==> config.mk <==
export PLATFORM = sky130hd
export DESIGN_NAME = io_responder
export DESIGN_NICKNAME = d
export VERILOG_FILES = /design/src/rtl/io_map_pkg.sv /design/src/rtl/io_timer.sv /design/src/rtl/io_responder.sv
export SDC_FILE = /design/constraint.sdc
export NUM_CORES = 1
export LEC_CHECK = 0
export CORE_MARGIN = 10
export CORE_UTILIZATION = 48
export CTS_CLUSTER_SIZE = 25
export DETAILED_ROUTE_END_ITERATION = 8
export PLACE_DENSITY_LB_ADDON = 0.1
export SETUP_SLACK_MARGIN = 0.15
export SLEW_MARGIN = 5
export SYNTH_ARGS = -nofsm -noshare
export SYNTH_HDL_FRONTEND = slang
export SYNTH_SLANG_ARGS = --single-unit
==> constraint.sdc <==
create_clock -name clock -period 3.11 [get_ports clock]
set_input_delay 0.933 -clock clock [delete_from_list [all_inputs] [get_ports clock]]
set_output_delay 0.933 -clock clock [all_outputs]
set_load 0.02 [all_outputs]
==> src/rtl/io_map_pkg.sv <==
// io_map_pkg: register offsets within the I/O page and timer control bit positions
package io_map_pkg;
    localparam logic [9:0] TCTRL  = 10'h020;
    localparam logic [9:0] TCOUNT = 10'h024;
    localparam logic [9:0] TSTAT  = 10'h028;
    localparam logic [9:0] LEDLO  = 10'h060;
    localparam logic [9:0] LEDHI  = 10'h062;
    localparam logic [9:0] SWLO   = 10'h070;
    localparam logic [9:0] SWHI   = 10'h072;
    localparam int EN  = 0;
    localparam int PER = 1;
endpackage

==> src/rtl/io_timer.sv <==
// io_timer: programmable down-counter with one-shot/periodic reload and a sticky done flag
module io_timer #(
    parameter int TIMER_WIDTH = 32
) (
    input  logic                   clock,
    input  logic                   reset,
    input  logic                   load,
    input  logic [TIMER_WIDTH-1:0] load_val,
    input  logic                   ctrl_we,
    input  logic [1:0]             ctrl_val,
    input  logic                   clear,
    output logic [TIMER_WIDTH-1:0] count,
    output logic                   enable,
    output logic                   periodic,
    output logic                   done
);
    import io_map_pkg::*;

    logic [TIMER_WIDTH-1:0] reload;
    logic                   expire;

    assign expire = !load && enable && count == TIMER_WIDTH'(1);

    always_ff @(posedge clock) begin
        if (!reset) begin
            count    <= '0;
            reload   <= '0;
            enable   <= 1'b0;
            periodic <= 1'b0;
            done     <= 1'b0;
        end else begin
            if (load) begin
                count  <= load_val;
                reload <= load_val;
            end else if (enable && count > TIMER_WIDTH'(1)) begin
                count <= count - TIMER_WIDTH'(1);
            end else if (expire) begin
                count <= periodic ? reload : '0;
                if (!periodic || reload == '0) enable <= 1'b0;
            end
            // A control write lands after the auto-clear so software intent wins
            if (ctrl_we) begin
                enable   <= ctrl_val[EN];
                periodic <= ctrl_val[PER];
            end
            done <= expire | (done & ~clear);
        end
    end
endmodule

==> src/rtl/io_responder.sv <==
// io_responder: memory-mapped I/O page with LED register, synchronized switches and a timer;
// returns registered read data to the memorio multiplexer.
module io_responder #(
    parameter int LED_WIDTH   = 24,
    parameter int SW_WIDTH    = 24,
    parameter int TIMER_WIDTH = 32
) (
    input  logic                 clock,
    input  logic                 reset,
    input  logic                 IORead,
    input  logic                 IOWrite,
    input  logic [9:0]           addr,
    input  logic [31:0]          wdata,
    output logic [31:0]          rdata,
    input  logic [SW_WIDTH-1:0]  switch_in,
    output logic [LED_WIDTH-1:0] led_out,
    output logic                 timer_irq
);
    import io_map_pkg::*;

    logic                   rd, wr;
    logic [SW_WIDTH-1:0]    sw_meta, sw_sync;
    logic [TIMER_WIDTH-1:0] count;
    logic                   enable, periodic, done;
    logic [31:0]            rd_val;

    // A simultaneous read and write is treated purely as a write
    assign wr = IOWrite;
    assign rd = IORead & ~IOWrite;
    assign timer_irq = done;

    assign rd_val = addr == TCTRL  ? 32'({periodic, enable}) :
                    addr == TCOUNT ? 32'(count) :
                    addr == TSTAT  ? 32'(done) :
                    addr == LEDLO  ? 32'(led_out[15:0]) :
                    addr == LEDHI  ? 32'(led_out[23:16]) :
                    addr == SWLO   ? 32'(sw_sync[15:0]) :
                    addr == SWHI   ? 32'(sw_sync[23:16]) : '0;

    always_ff @(posedge clock) begin
        if (!reset) begin
            rdata   <= '0;
            led_out <= '0;
            sw_meta <= '0;
            sw_sync <= '0;
        end else begin
            sw_meta <= switch_in;
            sw_sync <= sw_meta;
            if (rd) rdata <= rd_val;
            if (wr && addr == LEDLO) led_out[15:0] <= wdata[15:0];
            if (wr && addr == LEDHI) led_out[23:16] <= wdata[7:0];
        end
    end

    io_timer #(.TIMER_WIDTH(TIMER_WIDTH)) u_timer (
        .clock    (clock),
        .reset    (reset),
        .load     (wr && addr == TCOUNT),
        .load_val (wdata[TIMER_WIDTH-1:0]),
        .ctrl_we  (wr && addr == TCTRL),
        .ctrl_val (wdata[1:0]),
        .clear    (rd && addr == TSTAT),
        .count    (count),
        .enable   (enable),
        .periodic (periodic),
        .done     (done)
    );
endmodule

==> results.yml, run 1 <==
die:
  core-area_mm2: 0.0158
  die_h_um: 146
  die_area_mm2: 0.0214
  dieWidth_um: 146
  ios: 127
  start_util: 0.485
  row_count: 46
global_routing:
  overflow: 0
  grt_usage: 0.200
  grt_pass1_vias: 6659
  grt_antenna_before_repair: 0
  grt_pass1_wl_mm: 35.1
  grt_max_degree: 67
synthesis:
  synth-edff-count: 0
  synth_cell_types: 66
  synth-async-reset-ratio: 0
  ys_ff_latch: 171
  synth_area_mm2: 0.00764
  syn_inst: 892
  ys_top_cells_by_area: "dfxtp_1 45%, nand2_1 7.0%, a21boi_0 6.2%"
  syn-num-nets: 964
  syn_avg_cell_area_um2: 8.57
  yosysSeqAreaShare: 0.448
  yosysTopAreaCellShare: 0.448
  synth_flop_cell: "dfxtp_1"
  yosysTopAreaCell: "dfxtp_1"
  yosysWarningCount: 0
sta:
  fin_skew_ns: 0.00652
  fin_setup_tns_ns: 0
  finalWorstSetupSlack_ns: 0.260
  slew_violations: 0
  hold_violations: 0
  holdWs_ns: 0.430
  rsz0062_at_grt: "no"
  finalSetupViolCount: 0
  worst_slew_pin_slew_ns: 0.688
  min_period_ns: 2.85
  fin_crit_sh: 0.916
  worst_slew_margin_rel: 0.540
  max_freq_mhz: 351
clock_tree:
  postCtsHoldBufs: 0
  cts_num_sinks: 171
  cts_tree: "yes"
  cts_buffers: 17
  clock_path_buffers: 2
  htreeDepth: 4
  insertion_delay_ns: 0.43
  clkTransAtPathRegs_ns: 0.07
  root_buffer: "clkbuf_16"
status:
  status: "finished, final reports clean"
setup_path:
  worst-path-max-fanout: 26
  cp_data_required_time_ns: 3.48
  cp.arrival_ns: 3.22
  crit_path_end_kind: "flop"
  path_class: "primary input to flop"
  cp-start-kind: "primary input"
power_and_ir_drop:
  ir_worst_vdd_mv: 0.500
  p_leak_nw: 3.72
  power.density_mw_per_mm2: 461
route:
  viasPerCell: 5.44
  drt.antenna.violating_nets: 0
  post_drt_wl_per_cell_um: 17.3
  drc_errors: 0
  drtIter0Drc: 496
  vias: 6826
  routed_wl_mm: 21.7
  dr.pass1.iters: 5
cells_and_area:
  syn2layout_area_growth_pct: 30.6
  fillers: 1435
  fin_cells: 1255
  drive_gt1_frac: 0.101
  nNetsFinal: 1098
  n_antenna_cell: 0
placement:
  dpl.cell_count: 1223
  dpl.hpwl_mm: 15.6
  portBuffers: 126
  gp_congestion: 0.880
  pre_cts_ws_ns: -0.433
min_path:
  min_path_type: "flop to flop"
job:
  maxCapViolCount: 0
==> power by group <==
| part | switching [mW] | internal [mW] | total (mW) |
|---|---|---|---|
| Sequential | 0.00693 | 2.22 | 2.23 |
| Clock | 0.961 | 1.16 | 2.12 |
| Combinational | 0.116 | 0.139 | 0.255 |
==> worst paths after layout <==
path                          start           endpoint  slack, ns  cells after the start
setup reg to reg  u_timer.count[17]  u_timer.count[31]       0.44                      6
hold / removal           sw_meta[9]         sw_sync[9]       0.43                      1
hold reg to reg          sw_meta[9]         sw_sync[9]       0.43                      1
setup / recovery            addr[4]  u_timer.count[26]       0.26                      8
==> repair_timing <==
| item | CTS | global route |
|---|---|---|
| setup buffers | 0 | 0 |
| gates resized for setup | 2 | 0 |
| endpoints found under the setup margin | 32 | 5 |
| pin swaps | 0 | 2 |
| hold endpoints to repair | 0 | 0 |
==> sequential cells by signal, summed over array words and instances (netlist names) <==
register,flops
rdata,32
u_timer.count,32
u_timer.reload,32
led_out,24
sw_meta,24
sw_sync,24
u_timer.done,1
u_timer.enable,1
u_timer.periodic,1
==> per-stage QoR <==
step                       util  power [mW]  cell area (um^2)
after floorplan               -        2.38              7640
after global routing      0.633        4.75              9980
after CTS                 0.633        4.64              9980
final                     0.633        4.60              9980
after detailed placement  0.595        2.53              9380
after global placement    0.595        2.53              9380
==> metal layers <==
metal	vias up	global-route usage	wire, um
li1	3413	-	-
met3	24	0.0575	1420
met4	0	0.0631	346
met2	176	0.331	10400
met5	-	0	0
met1	3213	0.246	9470
==> placed cells by master (no fill, tap or decap), types with 17 or more instances in the layout <==
cell / netlist / final
nand2_1: 142 / 141
clkbuf_16: 0 / 17
a22oi_1: 38 / 38
a21oi_1: 36 / 36
buf_4: 1 / 48
nor4_1: 17 / 17
clkdlybuf4s50_1: 0 / 125
nor2b_1: 20 / 20
nor2_1: 48 / 48
o22a_1: 24 / 24
o21ai_0: 39 / 39
nand3_1: 25 / 25
dfxtp_1: 171 / 171
and2_1: 58 / 58
a21boi_0: 63 / 63
==> synth_stat cells (all sizes together) (2+ instances only) <==
master   number
dfxtp       171
nand2       142
a21boi       65
and2         58
clkbuf       53
nor2         49
o21ai        41
a22oi        38
a21oi        37
nand3        25
o22a         24
nor2b        20
nor4         20
buf          13
nor3         13
xor2         13
nand4        12
mux2i        10
o211ai       10
inv           9
xnor2         8
o22ai         5
or4           5
nand2b        4
nand3b        4
or2           4
nand4b        3
a31oi         2
and3          2
ha            2
nor3b         2
nor4b         2
o2111a        2
o211a         2
o221a         2
o221ai        2
o2bb2ai       2
or3           2
==> area by class of cell <==
cell class              count  area [um^2]  area share
clock inverters            13          148      0.0148
clock buffers              19          443      0.0444
repair buffers            181         1760       0.177
flip-flops and latches    171         3420       0.343
inverters                   9         33.8     0.00339
well taps                 216          270      0.0271
multi-input cells         646         3900       0.391
==> critical path: stages <==
cell,delay [ns]
clkdlybuf4s50_1,0.42
or4b_1,0.53
or4_4,0.56
nand2_2,0.10
buf_4,0.15
nor2_4,0.13
o22a_1,0.27
a21oi_1,0.12
==> logic make-up after synthesis <==
kind of cell,after synthesis,synth area share
XOR/XNOR,21,0.0241
flip-flops,171,0.448
AO/OA/AOI/OAI,244,0.223
multiplexers,10,0.0131
AND/OR/NAND/NOR,369,0.244
buffers and inverters,75,0.0442
adder cells (fa/ha/maj),2,0.00327
Note: power is estimated with default switching activity, not from simulation.
==> run 2: changes to the inputs <==
--- a/config.mk
+++ b/config.mk
@@ -7,6 +7,7 @@
 export LEC_CHECK = 0
 export CORE_MARGIN = 10
 export CORE_UTILIZATION = 48
+export CTS_CLUSTER_DIAMETER = 150
 export CTS_CLUSTER_SIZE = 25
 export DETAILED_ROUTE_END_ITERATION = 8
 export PLACE_DENSITY_LB_ADDON = 0.1
==> constraint.sdc (replaced) <==
create_clock -name clock -period 3.11 [get_ports clock]
set_input_delay 0.622 -clock clock [delete_from_list [all_inputs] [get_ports clock]]
set_output_delay 0.622 -clock clock [all_outputs]
set_load 0.02 [all_outputs]
==> run 2 against run 1 <==
Sequential share of layout area up 0.59 points. Setup slack better by 0.054 ns. Critical endpoint is now u_timer.count[27]. Largest power group unchanged. Design area down 1.7%. Worst hold slack worse by 0.0037 ns. Final cell count down 1.3%. Highest routed layer unchanged. Clock-buffer cell count down 2. Clock skew up 0.0016 ns. Global-route usage down 0.24 points. Total power down 2.4%. Register-to-register slack worse by 0.08 ns.
==> results.yml, run 2 (synthesized netlist as in run 1, its figures left out) <==
status:
  status: "finished, final reports clean"
min_path:
  min_from: "sw_meta[9]"
  min_path_type: "flop to flop"
global_routing:
  met1_usage: 0.240
  grt_pass1_vias: 6673
  grt_antenna_before_repair: 0
  grt_usage: 0.198
  met2_usage: 0.323
  grt.met3_usage: 0.0575
  grt_busiest_layer: "met2"
  grt_pass1_wl_mm: 35.0
  overflow: 0
  grt_max_degree: 84
route:
  vias: 6775
  drt.antenna.violating_nets: 0
  drc_errors: 0
  viasPerCell: 5.47
  post_drt_wl_per_cell_um: 17.3
  drtIter0Drc: 505
  routed_wl_mm: 21.4
  dr.pass1.iters: 5
cells_and_area:
  syn2layout_area_growth_pct: 28.4
  layout_commonest_cell: "dfxtp_1"
  largestRegisters: "rdata (32), u_timer.count (32), u_timer.reload (32)"
  n_antenna_cell: 0
  final_cell_mix: "171 x dfxtp_1, 142 x nand2_1, 125 x clkdlybuf4s50_1, 63 x a21boi_0, 58 x and2_1"
  nNetsFinal: 1083
  drive_gt1_frac: 0.0870
  fillers: 1420
  post-route-cell-area_mm2: 0.00981
setup_path:
  crit_family: "simple AND/OR/NAND/NOR gates"
  path_class: "primary input to flop"
  cp_data_required_time_ns: 3.43
  r2r_start: "u_timer.count[17]"
  cp_slowest_cell: "or4_2"
  cp_cell_sequence: "clkdlybuf4s50_1 > or4b_1 > or4_2 > buf_4 > o22ai_1 > o2111ai_1 > o2111a_1"
  cp.arrival_ns: 3.12
  slowest_delay_ns: 0.75
  cp-start-kind: "primary input"
  worst-path-max-fanout: 26
  crit_path_end_kind: "flop"
  crit_start: "addr[4]"
  critPathBufInv: 2
sta:
  worst_slew_margin_rel: 0.544
  hold_violations: 0
  slew_violations: 0
  fin_crit_sh: 0.899
  max_freq_mhz: 358
  min_period_ns: 2.80
  fin_setup_tns_ns: 0
  fin_skew_ns: 0.00808
  rsz0062_at_grt: "no"
  worst_slew_pin_slew_ns: 0.682
  finalSetupViolCount: 0
  holdWs_ns: 0.426
clock_tree:
  cts_buffers: 17
  cts_num_sinks: 171
  clock_path_buffers: 2
  root_buffer: "clkbuf_16"
  cts_tree: "yes"
  clkTransAtPathRegs_ns: 0.07
  htreeDepth: 4
  cts_resized: 0
  postCtsHoldBufs: 0
  postCtsSetupBuffers: 0
  insertion_delay_ns: 0.43
power_and_ir_drop:
  switchingPower_mw: 1.09
  p_leak_nw: 3.62
  power.density_mw_per_mm2: 458
  p_comb_frac: 0.056
  p_clk_frac: 0.449
  internal-power_mw: 3.40
  seqPwrFrac: 0.495
  p_sw_frac: 0.242
  ir_worst_vdd_mv: 0.384
die:
  start_util: 0.485
  ios: 127
  core-area_mm2: 0.0158
  die_area_mm2: 0.0214
  dieWidth_um: 146
  die_h_um: 146
  row_count: 46
placement:
  gp_congestion: 0.845
  portBuffers: 126
  dpl.hpwl_mm: 15.3
  dpl_cell_area_mm2: 0.00925
job:
  maxCapViolCount: 0
==> run 2: changes by cell type in the layout (fill, tap and decap cells not counted), sizes merged <==
cell and change:
clkbuf -2, bufinv -1, buf -15, clkinv +2
==> run 2: layout make-up <==
| cell class | instances | area [um^2] | area share |
|---|---|---|---|
| multi-input combinational | 646 | 3890 | 0.397 |
| sequential | 171 | 3420 | 0.349 |
| timing repair buffer | 166 | 1630 | 0.167 |
| clock buffer | 17 | 425 | 0.0434 |
| tap | 216 | 270 | 0.0275 |
| clock inverter | 14 | 131 | 0.0134 |
| inverter | 9 | 33.8 | 0.00344 |
==> run 2: per-stage QoR <==
step,std cells,worst slack (ns),total power [mW],util
after floorplan,892,0.421,2.38,-
after global placement,1208,-0.0798,2.52,0.587
after detailed placement,1208,-0.120,2.52,0.587
after CTS,1239,0.332,4.52,0.622
after global routing,1239,0.194,4.63,0.622
final,1239,0.314,4.49,0.622
==> run 2: power groups by stage <==
stage | Clock [mW] | Sequential (mW) | Combinational (mW)
after floorplan | 0 | 2.27 | 0.103
after global placement | 0 | 2.27 | 0.247
after detailed placement | 0 | 2.28 | 0.248
after CTS | 2.05 | 2.22 | 0.249
after global routing | 2.14 | 2.23 | 0.269
final | 2.02 | 2.22 | 0.250
==> run 2: worst register-to-register path, cell delays in order (launching register included) <==
cell,delay (ns)
dfxtp_1,0.37
or4_4,0.60
or2_1,0.38
nor4_4,0.53
o211a_1,0.33
buf_4,0.25
nand2_1,0.10
a21oi_1,0.14
==> run 2: per-layer routing <==
| layer | part of all wire | wire, um | vias to the layer above |
|---|---|---|---|
| met2 | 0.47 | 10100 | 214 |
| met4 | 0.025 | 546 | 0 |
| li1 | - | - | 3384 |
| met1 | 0.44 | 9460 | 3136 |
| met3 | 0.064 | 1380 | 41 |
| met5 | 0 | 0 | - |
==> run 2: path summary, 6_finish.rpt <==
check	slack (ns)	end	cells past startpoint
max	0.31	u_timer.count[27]	7
min	0.43	sw_sync[9]	1
max reg2reg	0.36	u_timer.count[24]	7
min reg2reg	0.43	sw_sync[9]	1
==> run 3: changes to the inputs <==
==> constraint.sdc (replaced) <==
create_clock -name clock -period 2.3 [get_ports clock]
set_input_delay 0.46 -clock clock [delete_from_list [all_inputs] [get_ports clock]]
set_output_delay 0.46 -clock clock [all_outputs]
set_load 0.02 [all_outputs]
==> run 3 against run 2 <==
Routed wire length grew 7.9%. Clock power up 40%. Die area stayed put. Sequential power grew 36%. Critical path type is now flop to flop.
==> results.yml, run 3 (synthesized netlist as in run 1, its figures left out) <==
min_path:
  min_from: "reset"
  min_path_type: "primary input to flop"
route:
  drc_errors: 0
  routed_wl_mm: 23.1
  viasPerCell: 5.47
  drtIter0Drc: 564
  vias: 7147
  drt.antenna.violating_nets: 0
  dr.pass1.iters: 5
  post_drt_wl_per_cell_um: 17.7
sta:
  worst_slew_margin_rel: 0.684
  min_period_ns: 2.21
  fin_crit_sh: 0.960
  fin_setup_tns_ns: 0
  rsz0062_at_grt: "yes"
  max_freq_mhz: 453
  holdWs_ns: 0.410
  fin_skew_ns: 0.0114
  slew_violations: 0
  finalSetupViolCount: 0
  hold_violations: 0
  worst_slew_pin_slew_ns: 0.472
power_and_ir_drop:
  p_leak_nw: 4.11
  switchingPower_mw: 1.52
  internal-power_mw: 4.67
  ir_worst_vdd_mv: 0.506
  power.density_mw_per_mm2: 579
  p_comb_frac: 0.058
  power.total_mw: 6.20
  p_sw_frac: 0.246
  seqPwrFrac: 0.485
  p_clk_frac: 0.456
global_routing:
  grt_max_degree: 70
  grt_pass1_wl_mm: 36.7
  grt_usage: 0.209
  grt_pass1_vias: 6948
  grt_antenna_before_repair: 0
  overflow: 0
die:
  die_area_mm2: 0.0214
  ios: 127
  row_count: 46
  dieWidth_um: 146
  die_h_um: 146
  core-area_mm2: 0.0158
  start_util: 0.485
clock_tree:
  clkTransAtPathRegs_ns: 0.07
  htreeDepth: 4
  cts_buffers: 17
  cts_tree: "yes"
  postCtsHoldBufs: 0
  cts_num_sinks: 171
  root_buffer: "clkbuf_16"
  insertion_delay_ns: 0.44
  clock_path_buffers: 2
cells_and_area:
  fillers: 1334
  nNetsFinal: 1151
  final_util: 0.679
  fin_cells: 1307
  drive_gt1_frac: 0.177
  largestRegisters: "rdata (32), u_timer.count (32), u_timer.reload (32)"
  final_cell_mix: "168 x dfxtp_1, 136 x nand2_1, 118 x clkdlybuf4s50_1, 82 x buf_4, 61 x a21boi_0"
  n_antenna_cell: 0
  syn2layout_area_growth_pct: 40.0
  layout_commonest_cell: "dfxtp_1"
setup_path:
  cp_slowest_cell: "or4_4"
  cp.arrival_ns: 2.54
  cp_common_cell: "or2_4"
  slowest_delay_ns: 0.54
  crit_path_end_kind: "flop"
  crit_family: "simple AND/OR/NAND/NOR gates"
  crit_start: "u_timer.count[21]"
  worst-path-max-fanout: 6
  r2r_start: "u_timer.count[21]"
  cp_cell_sequence: "or4_4 > or2_4 > nor4_4 > buf_4 > or2_4 > buf_6 > a21oi_1 > o221a_2"
  cp_data_required_time_ns: 2.63
  cp-start-kind: "flop"
  critPathBufInv: 2
  path_class: "flop to flop"
placement:
  gp_congestion: 0.856
  dpl.cell_count: 1260
  portBuffers: 126
  dpl.hpwl_mm: 16.2
job:
  maxCapViolCount: 0
status:
  status: "finished, final reports clean"
run 3: cell types whose count changed in the layout (fill, tap and decap cells not counted), moves of 4 or more:
cell	delta
buf_4	+47
nand2_1	-6
or4_4	+4
buf_12	+5
clkdlybuf4s50_1	-7
nor4_4	+5
nand2_2	+5
nor4_1	-4
buf_6	+15
run 3: area by class of cell:
type	count	area, um^2	area share
multi-input cells	647	4120	0.385
flip-flops and latches	171	3430	0.320
repair buffers	233	2270	0.213
clock buffers	18	439	0.0410
well taps	216	270	0.0253
clock inverters	13	141	0.0132
inverters	9	33.8	0.00316
run 3: worst reg2reg max path, stage by stage, from the launching register on:
cell,delay (ns)
dfxtp_1,0.32
or4_4,0.54
or2_4,0.31
nor4_4,0.16
buf_4,0.16
or2_4,0.21
buf_6,0.13
a21oi_1,0.04
o221a_2,0.23
run 3: power by group through the flow:
stage | logic, mW | registers, mW | clock network, mW
after floorplan | 0.141 | 3.07 | 0
after global placement | 0.351 | 3.08 | 0
after detailed placement | 0.352 | 3.08 | 0
after CTS | 0.355 | 3.01 | 2.86
after global routing | 0.388 | 3.01 | 2.98
final | 0.361 | 3.01 | 2.83
run 3: timing repair:
item	CTS	global route
pin swaps	11	19
gates cloned	2	1
setup endpoints to repair	98	60
gates resized for setup	28	37
buffers inserted	6	7
run 3: metal layers:
| metal | share of wire | vias to the layer above | GRT usage | wire length (um) |
|---|---|---|---|---|
| met1 | 0.42 | 3389 | 0.253 | 9720 |
| li1 | - | 3507 | - | - |
| met5 | 0 | - | 0 | 0 |
| met2 | 0.50 | 221 | 0.351 | 11500 |
| met4 | 0.014 | 0 | 0.0641 | 332 |
| met3 | 0.069 | 30 | 0.0609 | 1590 |
run 3: metrics by stage:
stage / area [um^2] / setup slack (ns)
5_1_grt: 10700 / 0.0308
6_report: 10700 / 0.0926
3_3_place_gp: 9770 / -0.778
2_1_floorplan: 7820 / -0.0597
3_5_place_dp: 9770 / -0.801
4_1_cts: 10500 / 0.108
run 3: final timing paths:
path / slack [ns] / endpoint / depth (start not counted)
setup / recovery: 0.09 / u_timer.count[31] / 8
hold / removal: 0.41 / u_timer.count[23] / 3
setup reg to reg: 0.09 / u_timer.count[31] / 8
hold reg to reg: 0.43 / sw_sync[9] / 1
